`config.mk`:
```
export PLATFORM = sky130hd
export DESIGN_NAME = fractal_sync_nary
export DESIGN_NICKNAME = d
export VERILOG_FILES = /design/src/rtl/fractal_sync_nary.sv
export SDC_FILE = /design/constraint.sdc
export NUM_CORES = 1
export LEC_CHECK = 0
export BUFFER_PORTS_ARGS = -buffer_cell sky130_fd_sc_hd__buf_2
export CAP_MARGIN = 40
export CORE_MARGIN = 2
export CORE_UTILIZATION = 55
export DETAILED_ROUTE_END_ITERATION = 7
export PLACE_DENSITY_LB_ADDON = 0.05
export SKIP_LAST_GASP = 1
export SLEW_MARGIN = 5
export SYNTH_ARGS = -nofsm -noshare
export SYNTH_HDL_FRONTEND = slang
export SYNTH_SLANG_ARGS = --single-unit
export TNS_END_PERCENT = 100
```
`constraint.sdc`:
```
create_clock -name clk_i -period 6.3 [get_ports clk_i]
set_clock_uncertainty 0.15 [all_clocks]
set_input_delay 0.63 -clock clk_i [delete_from_list [all_inputs] [get_ports clk_i]]
set_output_delay 0.63 -clock clk_i [all_outputs]
set_load 0.03 [all_outputs]
```
`src/rtl/fractal_sync_nary.sv`:
```
`default_nettype none
// ============================================================================
// Module   : fractal_sync_nary
// Brief    : N-ary fractal barrier node. It collects syncs from a masked
//            subset of slave ports, then either wakes them locally or
//            forwards one level up through the master port.
//            Optional arrival timeout: FRACTAL_SYNC_NARY_TIMEOUT_EN
// Revision : 1.0 - initial release
// ============================================================================
module fractal_sync_nary #(
    parameter int N_SLV     = 4,
    parameter int SLV_WIDTH = 3,
    parameter int MST_WIDTH = SLV_WIDTH - 1,
    parameter int TIMEOUT_W = 16
) (
    input  logic                                    clk_i,
    input  logic                                    rst_i,
    input  logic [N_SLV-1:0]                        part_mask_i,
    input  logic [N_SLV-1:0]                        slv_sync_i,
    input  logic [N_SLV*SLV_WIDTH-1:0]              slv_level_i,
    input  logic [N_SLV-1:0]                        slv_ack_i,
    output logic [N_SLV-1:0]                        slv_wake_o,
    output logic [N_SLV-1:0]                        slv_error_o,
    output logic                                    mst_sync_o,
    output logic [(MST_WIDTH > 0 ? MST_WIDTH : 1)-1:0] mst_level_o,
    output logic                                    mst_ack_o,
    input  logic                                    mst_wake_i,
    input  logic                                    mst_error_i,
`ifdef FRACTAL_SYNC_NARY_TIMEOUT_EN
    input  logic [TIMEOUT_W-1:0]                    timeout_i,
`endif
    output logic                                    busy_o
);

    localparam int MLW = (MST_WIDTH > 0) ? MST_WIDTH : 1;

    generate
        if (N_SLV < 2 || N_SLV > 32 || SLV_WIDTH < 1 || TIMEOUT_W < 1) begin : g_param_check
            $error("fractal_sync_nary: illegal parameter combination");
        end
    endgenerate

    typedef enum logic [1:0] {
        ST_IDLE = 2'd0,
        ST_PROP = 2'd1,
        ST_SYNC = 2'd2
    } state_t;

    state_t                 r_state;
    state_t                 w_state_nxt;

    logic [N_SLV-1:0]       r_presence;
    logic [N_SLV-1:0]       r_ack;
    logic [N_SLV-1:0]       r_need;
    logic [N_SLV-1:0]       r_wake;
    logic [N_SLV-1:0]       r_slv_err;
    logic [SLV_WIDTH-1:0]   r_level [N_SLV];
    logic                   r_err;
    logic                   r_via_prop;
    logic                   r_mst_sync;
    logic                   r_mst_ack;
    logic [MLW-1:0]         r_mst_level;

    logic [N_SLV-1:0]       w_arrive;
    logic [SLV_WIDTH-1:0]   w_lvl;
    logic [MLW-1:0]         w_up_level;
    logic                   w_found;
    logic                   w_valid;
    logic                   w_local;
    logic                   w_idle;
    logic                   w_all_present;
    logic                   w_all_acked;
    logic                   w_timeout;
    logic                   w_leave_idle;
    logic                   w_enter_prop;
    logic                   w_exit;
    logic                   w_drop;

    assign w_idle        = (r_state == ST_IDLE);
    assign w_arrive      = {N_SLV{w_idle}} & slv_sync_i & part_mask_i & ~r_presence;
    assign w_all_present = (&(r_presence | ~part_mask_i)) && (|part_mask_i);
    assign w_all_acked   = &(r_ack | ~r_need);
    assign w_exit        = (r_state == ST_SYNC) && w_all_acked;
    assign w_leave_idle  = w_idle && (w_state_nxt != ST_IDLE);
    assign w_enter_prop  = w_idle && (w_state_nxt == ST_PROP);
    assign w_drop        = |(slv_sync_i & ~({N_SLV{w_idle}} & part_mask_i));

    // Reference level comes from the lowest-index participating port
    always_comb begin
        w_lvl   = '0;
        w_found = 1'b0;
        w_valid = 1'b1;
        for (int i = 0; i < N_SLV; i++) begin
            if (part_mask_i[i] && !w_found) begin
                w_lvl   = r_level[i];
                w_found = 1'b1;
            end
        end
        for (int i = 0; i < N_SLV; i++) begin
            if (part_mask_i[i] && (r_level[i] != w_lvl)) begin
                w_valid = 1'b0;
            end
        end
    end

    assign w_local    = (MST_WIDTH == 0) || w_lvl[0];
    assign w_up_level = MLW'(w_lvl >> 1);

`ifdef FRACTAL_SYNC_NARY_TIMEOUT_EN
    logic [TIMEOUT_W-1:0]   r_tmo_cnt;
    logic                   r_tmo_armed;
    logic                   w_first_arrival;

    assign w_first_arrival = ((r_presence & part_mask_i) == '0) && (|w_arrive);
    assign w_timeout       = w_idle && r_tmo_armed && (r_tmo_cnt == '0) && !w_all_present;

    always_ff @(posedge clk_i) begin
        if (rst_i) begin
            r_tmo_cnt   <= '0;
            r_tmo_armed <= 1'b0;
        end else if (!w_idle) begin
            r_tmo_armed <= 1'b0;
        end else if (w_first_arrival) begin
            r_tmo_cnt   <= timeout_i;
            r_tmo_armed <= |timeout_i;
        end else if (r_tmo_armed && !w_all_present && (r_tmo_cnt != '0)) begin
            r_tmo_cnt   <= r_tmo_cnt - 1'b1;
        end
    end
`else
    assign w_timeout = 1'b0;
`endif

    always_ff @(posedge clk_i) begin
        if (rst_i) begin
            r_state <= ST_IDLE;
        end else begin
            r_state <= w_state_nxt;
        end
    end

    always_comb begin
        w_state_nxt = r_state;
        case (r_state)
            ST_IDLE: begin
                if (w_all_present) begin
                    w_state_nxt = (w_local || !w_valid) ? ST_SYNC : ST_PROP;
                end else if (w_timeout) begin
                    w_state_nxt = ST_SYNC;
                end
            end
            ST_PROP: begin
                if (mst_wake_i) begin
                    w_state_nxt = ST_SYNC;
                end
            end
            ST_SYNC: begin
                if (w_all_acked) begin
                    w_state_nxt = ST_IDLE;
                end
            end
            default: w_state_nxt = ST_IDLE;
        endcase
    end

    always_ff @(posedge clk_i) begin
        if (rst_i) begin
            r_presence  <= '0;
            r_ack       <= '0;
            r_need      <= '0;
            r_wake      <= '0;
            r_slv_err   <= '0;
            r_err       <= 1'b0;
            r_via_prop  <= 1'b0;
            r_mst_sync  <= 1'b0;
            r_mst_ack   <= 1'b0;
            r_mst_level <= '0;
            for (int i = 0; i < N_SLV; i++) begin
                r_level[i] <= '0;
            end
        end else begin
            r_presence <= w_exit ? '0 : (r_presence | w_arrive);
            for (int i = 0; i < N_SLV; i++) begin
                if (w_arrive[i]) begin
                    r_level[i] <= slv_level_i[i*SLV_WIDTH +: SLV_WIDTH];
                end
            end

            if (w_exit) begin
                r_ack <= '0;
            end else if (r_state == ST_SYNC) begin
                r_ack <= r_ack | (slv_ack_i & r_need);
            end

            // A timed-out barrier only serves the ports that actually arrived
            if (w_leave_idle) begin
                r_need <= w_all_present ? part_mask_i : (r_presence & part_mask_i);
                r_err  <= w_all_present ? !w_valid : 1'b1;
            end else if ((r_state == ST_PROP) && mst_wake_i) begin
                r_err  <= r_err | mst_error_i;
            end else if (w_exit) begin
                r_err  <= 1'b0;
            end

            if (w_enter_prop) begin
                r_via_prop <= 1'b1;
            end else if (w_exit) begin
                r_via_prop <= 1'b0;
            end

            r_mst_sync <= w_enter_prop;
            r_mst_ack  <= w_exit && r_via_prop;

            if (w_enter_prop) begin
                r_mst_level <= w_up_level;
            end else if ((r_state == ST_PROP) && (w_state_nxt != ST_PROP)) begin
                r_mst_level <= '0;
            end

            r_wake    <= ((r_state == ST_SYNC) && !w_all_acked) ? r_need : '0;
            r_slv_err <= ((r_state == ST_SYNC) && !w_all_acked) ? {N_SLV{r_err}} : '0;
        end
    end

    assign slv_wake_o  = r_wake;
    assign slv_error_o = r_slv_err;
    assign mst_sync_o  = r_mst_sync;
    assign mst_level_o = r_mst_level;
    assign mst_ack_o   = r_mst_ack;
    assign busy_o      = !w_idle || (|r_presence);

    assert property (@(posedge clk_i) disable iff (rst_i) !w_drop)
        else $warning("fractal_sync_nary: sync dropped (port not participating or node not idle)");

endmodule
`default_nettype wire

```
==> results of run 1 <==
## per-layer routing
| metal | global-route usage, % | up-vias |
|---|---|---|
| met4 | 10.28 | 0 |
| li1 | - | 769 |
| met1 | 25.29 | 715 |
| met5 | 0 | - |
| met3 | 5.946 | 10 |
| met2 | 38.44 | 52 |
## per-stage QoR
step | area (sq um) | utilization [%] | hold slack [ns]
finish | 2135 | 64.47 | 0.3173
global route | 2135 | 64.47 | 0.3575
CTS | 2135 | 64.47 | 0.3197
detailed placement | 2052 | 61.98 | 0.3029
global placement | 2052 | 61.98 | 0.2904
floorplan | 1877 | - | 0.2742
## worst max path at each step
stage                               from                     endpoint  slack, ns
after floorplan           part_mask_i[0]  mst_level_o[1]$_SDFFE_PP0P_       3.66
after global placement    part_mask_i[0]  mst_level_o[1]$_SDFFE_PP0P_       3.51
after detailed placement  part_mask_i[0]  mst_level_o[1]$_SDFFE_PP0P_       3.43
after CTS                 part_mask_i[0]  mst_level_o[1]$_SDFFE_PP0P_       3.81
after global routing      part_mask_i[0]  mst_level_o[1]$_SDFFE_PP0P_       3.65
final                     part_mask_i[0]  mst_level_o[1]$_SDFFE_PP0P_       3.81
## sequential cells by signal, summed over array words and instances, names as in the netlist
register and count:
r_level 12, r_ack 4, r_need 4, r_presence 4, slv_wake_o 4, mst_level_o 2
r_state 2, mst_ack_o 1, mst_sync_o 1, r_err 1, r_via_prop 1, slv_error_o 1
## cell usage after synthesis (all sizes together) (3+ instances only)
| library cell | count |
|---|---|
| inv | 10 |
| nor3 | 6 |
| and2 | 17 |
| xnor2 | 4 |
| buf | 5 |
| nand2b | 3 |
| a21o | 4 |
| nand3b | 3 |
| o211ai | 3 |
| clkbuf | 6 |
| nor2 | 16 |
| o22ai | 3 |
| dfxtp | 25 |
| nand2 | 13 |
| edfxtp | 12 |
| nor2b | 5 |
| a21oi | 17 |
| nand3 | 9 |
| a31oi | 7 |
## power breakdown
group / switching, mW / total, mW / internal (mW)
Combinational: 0.0410 / 0.0719 / 0.0309
Clock: 0.0818 / 0.161 / 0.0788
Sequential: 0.00943 / 0.265 / 0.256
Total: 0.132 / 0.498 / 0.366
## worst register-to-register path: cells and delay by family, from the launching register on
family | cells | cell delay (ns)
AOI/OAI and AO/OA | 3 | 0.95
DFF | 1 | 0.43
muxes | 1 | 0.33
and+or+nand+nor | 2 | 0.28
xor gates and xnor gates | 1 | 0.12
## layout make-up
class / instances / area, sq um
clock inverters: 1 / 6.256
repair buffers: 40 / 200.2
well taps: 46 / 57.56
flip-flops and latches: 37 / 860.8
multi-input cells: 137 / 895.9
clock buffers: 7 / 76.32
fillers: 307 / 1176
inverters: 10 / 37.54
## logic make-up (layout without fill, tap and decap cells)
kind of cell | Yosys count | count (layout) | share of synthesized area (%)
buffers and inverters | 21 | 58 | 6.400
and+or+nand+nor | 79 | 79 | 24.40
muxes | 3 | 3 | 1.866
AOI/OAI and AO/OA | 49 | 49 | 18.67
xor gates and xnor gates | 6 | 6 | 2.800
DFF | 37 | 37 | 45.87
==> flow_summary.json, run 1 <==
{
  "diodes": 0,
  "synth_cells": 195,
  "whs_path_depth": 2,
  "irDropWorstVdd_uv": 165.6,
  "io-pin-count": 41,
  "dpl.hpwl_mm": 2.969,
  "grt_overflow": 0,
  "tns_ns": 0,
  "crit_chain": "buf_2 > nor4b_4 > nand2_1 > and2_4 > xnor2_1 > o31ai_2 > nand4_4 > mux2_4",
  "post-route-drc-count": 0,
  "async_reset_ff_share_pct": 0,
  "die_x_microns": 62.42,
  "h-tree-depth": 2,
  "wl_met2_mm": 1.953,
  "min-delay-start": "r_ack[1]$_SDFFE_PP0N_",
  "slew_headroom_pct": 54.50,
  "reg2regPathDepth": 7,
  "maxCapViolCount": 0,
  "ys.flop_type": "dfxtp_1",
  "fin_crit_sh_pct": 39.58,
  "rsz0062_at_grt": "false",
  "syn_area_sq_um": 1877,
  "grt_max_degree": 22,
  "drv_slew": 0,
  "portBuffers": 40,
  "globalRouteTotalUtil_pct": 22.12,
  "r2r_start": "r_level[2][1]$_SDFFCE_PN0P_",
  "synth_top_area_share_pct": 26.67,
  "area_growth_syn_to_layout_pct": 13.73,
  "cts_made_buffers": 5,
  "globalplace.congestion": 0.7894,
  "hp-class": "flip-flop to flip-flop",
  "leakage_nw": 0.9053,
  "max_freq_mhz": 401.1,
  "grt_pass1_vias": 1544,
  "final_cells": 278,
  "cp.depth": 8,
  "cts_num_sinks": 37,
  "die_area_sq_um": 3896,
  "seq_area_frac_synth_pct": 45.87,
  "arrival_ns": 2.59,
  "finalWirelength_mm": 3.831,
  "crit_buf_inv": 1,
  "final_common_cell": "buf_2",
  "core_sq_um": 3311,
  "place_inst": 270,
  "vias": 1546,
  "synth-seq-cells": 37,
  "required_ns": 6.40,
  "critPathKind": "input port to flip-flop",
  "fin_nets": 259,
  "wl_met3_microns": 245,
  "power_density_nw_per_um2": 233.2,
  "dp_worst_setup_slack_ns": 3.434,
  "syn_area_per_cell_sq_um": 9.625,
  "cts.clk_slew.worst_paths_ns": 0.12,
  "r2r_end": "mst_level_o[1]$_SDFFE_PP0P_",
  "synth_edf_count": 12,
  "avgRoutedWirePerCell_microns": 13.78,
  "cpLargestDelayFamily": "simple AND/OR/NAND/NOR gates",
  "chipHeight_microns": 62.42,
  "drt_first_pass_iters": 4,
  "max_stage_delay_ns": 0.49,
  "cts_hold_buf": 0,
  "synth_area_leaders": "dfxtp_1 (27%), edfxtp_1 (19%), and2_1 (5.3%)",
  "min_to": "r_ack[1]$_SDFFE_PP0N_",
  "cp_slowest_cell": "nor4b_4",
  "setup_viol": 0,
  "status": "complete, no violations",
  "worst_slack_ns": 3.807,
  "ant_nets": 0,
  "top_layer_used": "met4",
  "tightestPinTransition_ns": 0.6800,
  "post_cts_buffers": 0,
  "root_buffer": "clkbuf_4",
  "min_period_ns": 2.493,
  "finalHoldViolCount": 0,
  "antenna_found_initial": 0,
  "cts.repair.resized": 0,
  "power.total_uw": 497.8,
  "synth_cell_types": 48,
  "clkLatencyLatePin_ns": 0.35,
  "cts_tree": "built",
  "yosys.area.top_type": "dfxtp_1",
  "drive_gt1_share_pct": 26.72,
  "wl_met1_mm": 1.543,
  "avgViaCountPerCell": 5.561,
  "synth_nets": 223,
  "path_max_fanout": 11,
  "clock_path_buffers": 2,
  "ys.warnings.count": 0,
  "grt_pass1_wl_mm": 6.755,
  "start_util_pct": 56.69,
  "final_cell_mix": "buf_2 (40), dfxtp_1 (25), nor2_1 (16), and2_1 (16), a21oi_1 (14)",
  "end_kind": "flip-flop",
  "drt_iter0_drc": 80,
  "worstSetupStartpointType": "input port",
  "reg2reg_slack_ns": 3.94,
  "rows": 21
}
No activity file was read; power rests on OpenSTA's default activity.
==> run 2: changes to the inputs <==
--- a/config.mk
+++ b/config.mk
@@ -8,7 +8,7 @@
 export BUFFER_PORTS_ARGS = -buffer_cell sky130_fd_sc_hd__buf_2
 export CAP_MARGIN = 40
 export CORE_MARGIN = 2
-export CORE_UTILIZATION = 55
+export CORE_UTILIZATION = 53
 export DETAILED_ROUTE_END_ITERATION = 7
 export PLACE_DENSITY_LB_ADDON = 0.05
 export SKIP_LAST_GASP = 1
==> constraint.sdc (replaced) <==
create_clock -name clk_i -period 2.6 [get_ports clk_i]
set_clock_uncertainty 0.15 [all_clocks]
set_input_delay 0.26 -clock clk_i [delete_from_list [all_inputs] [get_ports clk_i]]
set_output_delay 0.26 -clock clk_i [all_outputs]
set_load 0.03 [all_outputs]
==> run 2 against run 1 <==
First-iteration DRC count grew 35%; highest routed layer unchanged; largest power group unchanged; worst hold slack lost 0.31 ns; utilization shrank 1.5 points; critical endpoint unchanged; critical path type is now flip-flop to flip-flop; wire length rose by 2.4%; power increased by 120%.
==> flow_summary.json, run 2 (synthesized netlist as in run 1, its figures left out) <==
{
  "h-tree-depth": 2,
  "cts_tree": "built",
  "portBuffers": 40,
  "hold_ws_ns": 0.009666,
  "cts_hold_buf": 0,
  "setup_viol": 0,
  "max_freq_mhz": 409.9,
  "dp_worst_setup_slack_ns": 0.07793,
  "avgViaCountPerCell": 5.518,
  "tns_ns": 0,
  "final_common_cell": "buf_2",
  "power_density_nw_per_um2": 527.9,
  "regMostFlops": "r_level",
  "worstSetupStartpointType": "flip-flop",
  "start_util_pct": 55.80,
  "rows": 21,
  "path_max_fanout": 5,
  "status": "complete, no violations",
  "post-route-drc-count": 0,
  "dpl.hpwl_mm": 3.014,
  "core_sq_um": 3363,
  "crit_chain": "nand3b_1 > a21oi_1 > xor2_1 > o311a_1 > a21oi_2 > nand4_4 > mux2_4",
  "maxCapViolCount": 0,
  "p_sw_uw": 318.1,
  "grt_pass1_wl_mm": 6.789,
  "cp_slowest_cell": "edfxtp_1",
  "cts_num_sinks": 37,
  "top_layer_used": "met4",
  "cts_made_buffers": 5,
  "p_sw_share_pct": 28.45,
  "required_ns": 2.69,
  "combPwrFrac_pct": 15.8,
  "end_kind": "flip-flop",
  "clock_path_buffers": 2,
  "worst_slack_ns": 0.1605,
  "tightestPinTransition_ns": 0.4302,
  "drv_slew": 0,
  "power.total_mw": 1.118,
  "drive_gt1_share_pct": 26.92,
  "avgRoutedWirePerCell_microns": 14.01,
  "fin_crit_sh_pct": 93.83,
  "wl_met1_mm": 1.605,
  "finalWirelength_mm": 3.924,
  "globalRouteTotalUtil_pct": 22.01,
  "final_cells": 280,
  "die_x_microns": 63.51,
  "finish.utilization_pct": 62.98,
  "stdcell_area_sq_um": 2118,
  "critPathKind": "flip-flop to flip-flop",
  "place_inst": 272,
  "arrival_ns": 2.53,
  "chipHeight_microns": 63.51,
  "cts.repair.resized": 0,
  "drt_iter0_drc": 108,
  "area_growth_syn_to_layout_pct": 12.87,
  "drt_first_pass_iters": 4,
  "diodes": 0,
  "clkPwrFrac_pct": 26.7,
  "max_stage_delay_ns": 0.46,
  "finalHoldViolCount": 0,
  "wl_met2_mm": 1.988,
  "clkLatencyLatePin_ns": 0.35,
  "vias": 1545,
  "die_area_sq_um": 4033,
  "cts.clk_slew.worst_paths_ns": 0.11,
  "grt_overflow": 0,
  "min_period_ns": 2.439,
  "p_int_uw": 800.1,
  "placed_area_sq_um": 2067,
  "antenna_found_initial": 0,
  "globalplace.congestion": 0.7881,
  "irDropWorstVdd_uv": 376.2,
  "grt_pass1_vias": 1486,
  "rsz0062_at_grt": "false",
  "grt_max_degree": 22,
  "post_cts_buffers": 0,
  "pwr-share-seq_pct": 57.5,
  "slew_headroom_pct": 71.20,
  "hp-class": "input port to flip-flop",
  "fin_nets": 261,
  "final_cell_mix": "buf_2 (40), dfxtp_1 (25), nor2_1 (16), and2_1 (16), a21oi_1 (14)",
  "largest_reg_flops": 12,
  "ant_nets": 0,
  "root_buffer": "clkbuf_4",
  "io-pin-count": 41,
  "leakage_nw": 0.8993,
  "wl_met3_microns": 238
}
==> run 2: changes by cell type in the layout (fill, tap and decap cells not counted), sizes merged <==
cell and delta:
clkbuf -1, inv -1, buf +2, clkinv +2
==> run 2: final cells by class <==
class	instances	area (sq um)
inverters	10	37.54
multi-input cells	137	895.9
clock inverters	2	10.01
well taps	46	57.56
flip-flops and latches	37	860.8
clock buffers	6	41.29
repair buffers	42	215.2
fillers	324	1245
==> run 2: path summary, 6_finish.rpt <==
kind,startpoint,end,slack (ns),cells past startpoint
hold reg to reg,r_via_prop$_SDFFE_PP0P_,mst_ack_o$_SDFF_PP0_,0.30,2
hold / removal,slv_ack_i[2],r_ack[2]$_SDFFE_PP0N_,0.01,3
setup reg to reg,r_level[2][1]$_SDFFCE_PN0P_,mst_level_o[1]$_SDFFE_PP0P_,0.16,7
setup / recovery,r_level[2][1]$_SDFFCE_PN0P_,mst_level_o[1]$_SDFFE_PP0P_,0.16,7
==> run 2: power by group through the flow <==
stage | sequential [mW] | combinational [mW] | clock [mW]
after floorplan | 0.650 | 0.132 | 0
after global placement | 0.655 | 0.171 | 0
after detailed placement | 0.655 | 0.177 | 0
after CTS | 0.642 | 0.177 | 0.301
after global routing | 0.646 | 0.196 | 0.331
final | 0.643 | 0.177 | 0.298
==> run 2: worst max-delay path: cells and delay by family (launching register included) <==
family	cells	cell delay, ns
XOR/XNOR	1	0.14
AO/OA/AOI/OAI	3	0.96
AND/OR/NAND/NOR	2	0.30
multiplexers	1	0.33
flip-flops	1	0.46
==> run 2: per-layer routing <==
layer,vias up,global-route usage (%)
li1,768,-
met5,-,0
met1,708,25.49
met4,0,9.783
met3,11,6.786
met2,58,37.24
==> run 3: changes to the inputs <==
--- a/config.mk
+++ b/config.mk
@@ -5,10 +5,11 @@
 export SDC_FILE = /design/constraint.sdc
 export NUM_CORES = 1
 export LEC_CHECK = 0
+export ABC_AREA = 1
 export BUFFER_PORTS_ARGS = -buffer_cell sky130_fd_sc_hd__buf_2
 export CAP_MARGIN = 40
 export CORE_MARGIN = 2
-export CORE_UTILIZATION = 53
+export CORE_UTILIZATION = 54
 export DETAILED_ROUTE_END_ITERATION = 7
 export PLACE_DENSITY_LB_ADDON = 0.05
 export SKIP_LAST_GASP = 1
==> run 3 against run 2 <==
Sequential share of layout area fell by 1.5 points; critical path depth fell by 2; worst hold slack improved by 0.021 ns; non-clock buffer count fell by 2; synthesized cell count rose by 30%; flip-flop and latch count did not move; power rose by 0.22%; design area rose by 3.7%.
==> flow_summary.json, run 3 <==
{
  "status": "complete, no violations",
  "area_growth_syn_to_layout_pct": 13.73,
  "arrival_ns": 1.68,
  "synthSimpleGateAreaFrac_pct": 35.62,
  "syn_area_per_cell_sq_um": 7.636,
  "fin_nets": 321,
  "finalHoldViolCount": 0,
  "leakage_nw": 1.045,
  "yosys-top-cells-count": "nand2_1 (42), inv_1 (41), nor2_1 (37)",
  "max_stage_delay_ns": 0.37,
  "regMostFlops": "r_level",
  "rows": 21,
  "tightestPinTransition_ns": 0.4637,
  "antenna_found_initial": 0,
  "globalplace.congestion": 0.8725,
  "die_area_sq_um": 4072,
  "critPathKind": "flip-flop to output port",
  "post_cts_buffers": 0,
  "crit_buf_inv": 2,
  "max_freq_mhz": 477.8,
  "cts.repair.resized": 0,
  "fill_cells": 337,
  "avgViaCountPerCell": 4.941,
  "io-pin-count": 41,
  "drt_first_pass_iters": 4,
  "grt_pass1_wl_mm": 6.637,
  "vias": 1675,
  "required_ns": 2.19,
  "diodes": 0,
  "worstSetupStartpointType": "flip-flop",
  "fin_crit_sh_pct": 80.50,
  "cts_made_buffers": 5,
  "multi_input_area_sq_um": 854.6,
  "grt_pass1_vias": 1497,
  "synth_nets": 281,
  "hold_ws_ns": 0.03052,
  "syn_area_sq_um": 1932,
  "setup_viol": 0,
  "maxCapViolCount": 0,
  "largest_reg_flops": 12,
  "start_util_pct": 57.00,
  "seq_area_frac_synth_pct": 44.56,
  "grt_max_degree": 16,
  "synth_area_leaders": "dfxtp_1 (26%), edfxtp_1 (19%), nand2_1 (8.2%)",
  "finalWirelength_mm": 3.813,
  "root_buffer": "clkbuf_4",
  "min_period_ns": 2.093,
  "chipHeight_microns": 63.81,
  "cts_hold_buf": 0,
  "ant_nets": 0,
  "synth_cell_types": 30,
  "clkLatencyLatePin_ns": 0.34,
  "synth_cells": 253,
  "drive_gt1_share_pct": 23.89,
  "dpl.hpwl_mm": 3.081,
  "grt_overflow": 0,
  "irDropWorstVdd_uv": 382.8,
  "cp_slowest_cell": "dfxtp_1",
  "yosys.area.top_type": "dfxtp_1",
  "post-route-drc-count": 0,
  "ff_latch_area_sq_um": 860.8,
  "end_kind": "output port",
  "synth_top_area_share_pct": 25.91,
  "power_density_nw_per_um2": 510.1,
  "hp-class": "input port to flip-flop",
  "yosys-mux-area-fraction_pct": 0,
  "cpLargestDelayFamily": "simple AND/OR/NAND/NOR gates",
  "async_reset_ff_share_pct": 0,
  "yosysMostFrequentCell": "nand2_1",
  "die_x_microns": 63.81,
  "globalRouteTotalUtil_pct": 20.84,
  "cts.clk_slew.worst_paths_ns": 0.11,
  "final_cell_mix": "nand2_1 (42), inv_1 (41), buf_2 (40), nor2_1 (37), nand3_1 (31)",
  "crit_chain": "nor2_1 > inv_1 > nor3_1 > nand3_1 > buf_2",
  "slew_headroom_pct": 68.76,
  "drt_iter0_drc": 109,
  "ys.warnings.count": 0,
  "portBuffers": 40,
  "path_max_fanout": 6,
  "synth-seq-cells": 37,
  "synth_xor_xnor_area_share_pct": 0,
  "cts_num_sinks": 37,
  "tns_ns": 0,
  "final_common_cell": "nand2_1",
  "core_sq_um": 3390,
  "clock_path_buffers": 2,
  "synth_top_family_by_area": "simple AND/OR/NAND/NOR gates",
  "h-tree-depth": 2,
  "synth_edf_count": 12,
  "drv_slew": 0,
  "rsz0062_at_grt": "false",
  "ys.flop_type": "dfxtp_1",
  "synth_fa_ha_area_share_pct": 0,
  "avgRoutedWirePerCell_microns": 11.25,
  "synth_compound_area_share_pct": 8.614,
  "cts_tree": "built"
}
run 3: path summary, 6_finish.rpt:
check	startpoint	to	slack (ns)	cells after the start
worst min-delay path	slv_ack_i[3]	r_ack[3]$_SDFFE_PP0N_	0.03	3
worst max register to register	r_level[1][0]$_SDFFCE_PN0P_	mst_level_o[0]$_SDFFE_PP0P_	0.70	12
worst max-delay path	r_state[0]$_SDFF_PP0_	busy_o	0.51	5
worst min register to register	r_via_prop$_SDFFE_PP0P_	mst_ack_o$_SDFF_PP0_	0.31	2
run 3: report_power, final:
group	total (mW)	switching (mW)	internal, mW	leakage, nW
Clock	0.285	0.182	0.103	0.0283
Combinational	0.197	0.129	0.0672	0.687
Sequential	0.639	0.0182	0.621	0.330
Total	1.12	0.329	0.791	1.05
run 3: cell type report:
type                       instances  share of cell area, %
clock buffer                       6                  1.879
clock inverter                     1                 0.3986
inverter                          45                  7.916
multi-input combinational        164                  38.90
sequential                        37                  39.18
tap                               46                  2.620
timing repair buffer              40                  9.112
run 3: routing by layer:
layer	vias up	routed length (microns)	track usage (%)	share of wire, %
met5	-	0	0	0
met4	0	48	6.522	1.3
met3	5	269	5.106	7.1
met2	53	1652	31.25	43
met1	720	1843	29.61	48
li1	897	-	-	-
run 3: worst min-delay path: stages:
cell	delay, ns
buf_2	0.08
a31oi_1	0.07
nor2_1	0.08
run 3: cells by family (layout without fill, tap and decap cells):
logic type      count (synthesis)  after routing
compound gates                 28             28
simple gates                  136            136
flops                          37             37
buf+inv                        52             92
run 3: stage by stage:
step	instance area [sq um]	setup slack [ns]	power, mW	util, %	cells
2_1_floorplan	1932	0.7719	0.7914	-	253
3_3_place_gp	2147	0.5923	0.8480	63.34	332
3_5_place_dp	2147	0.5472	0.8498	63.34	332
4_1_cts	2197	0.4982	1.128	64.82	339
5_1_grt	2197	0.3731	1.181	64.82	339
6_report	2197	0.5070	1.121	64.82	339
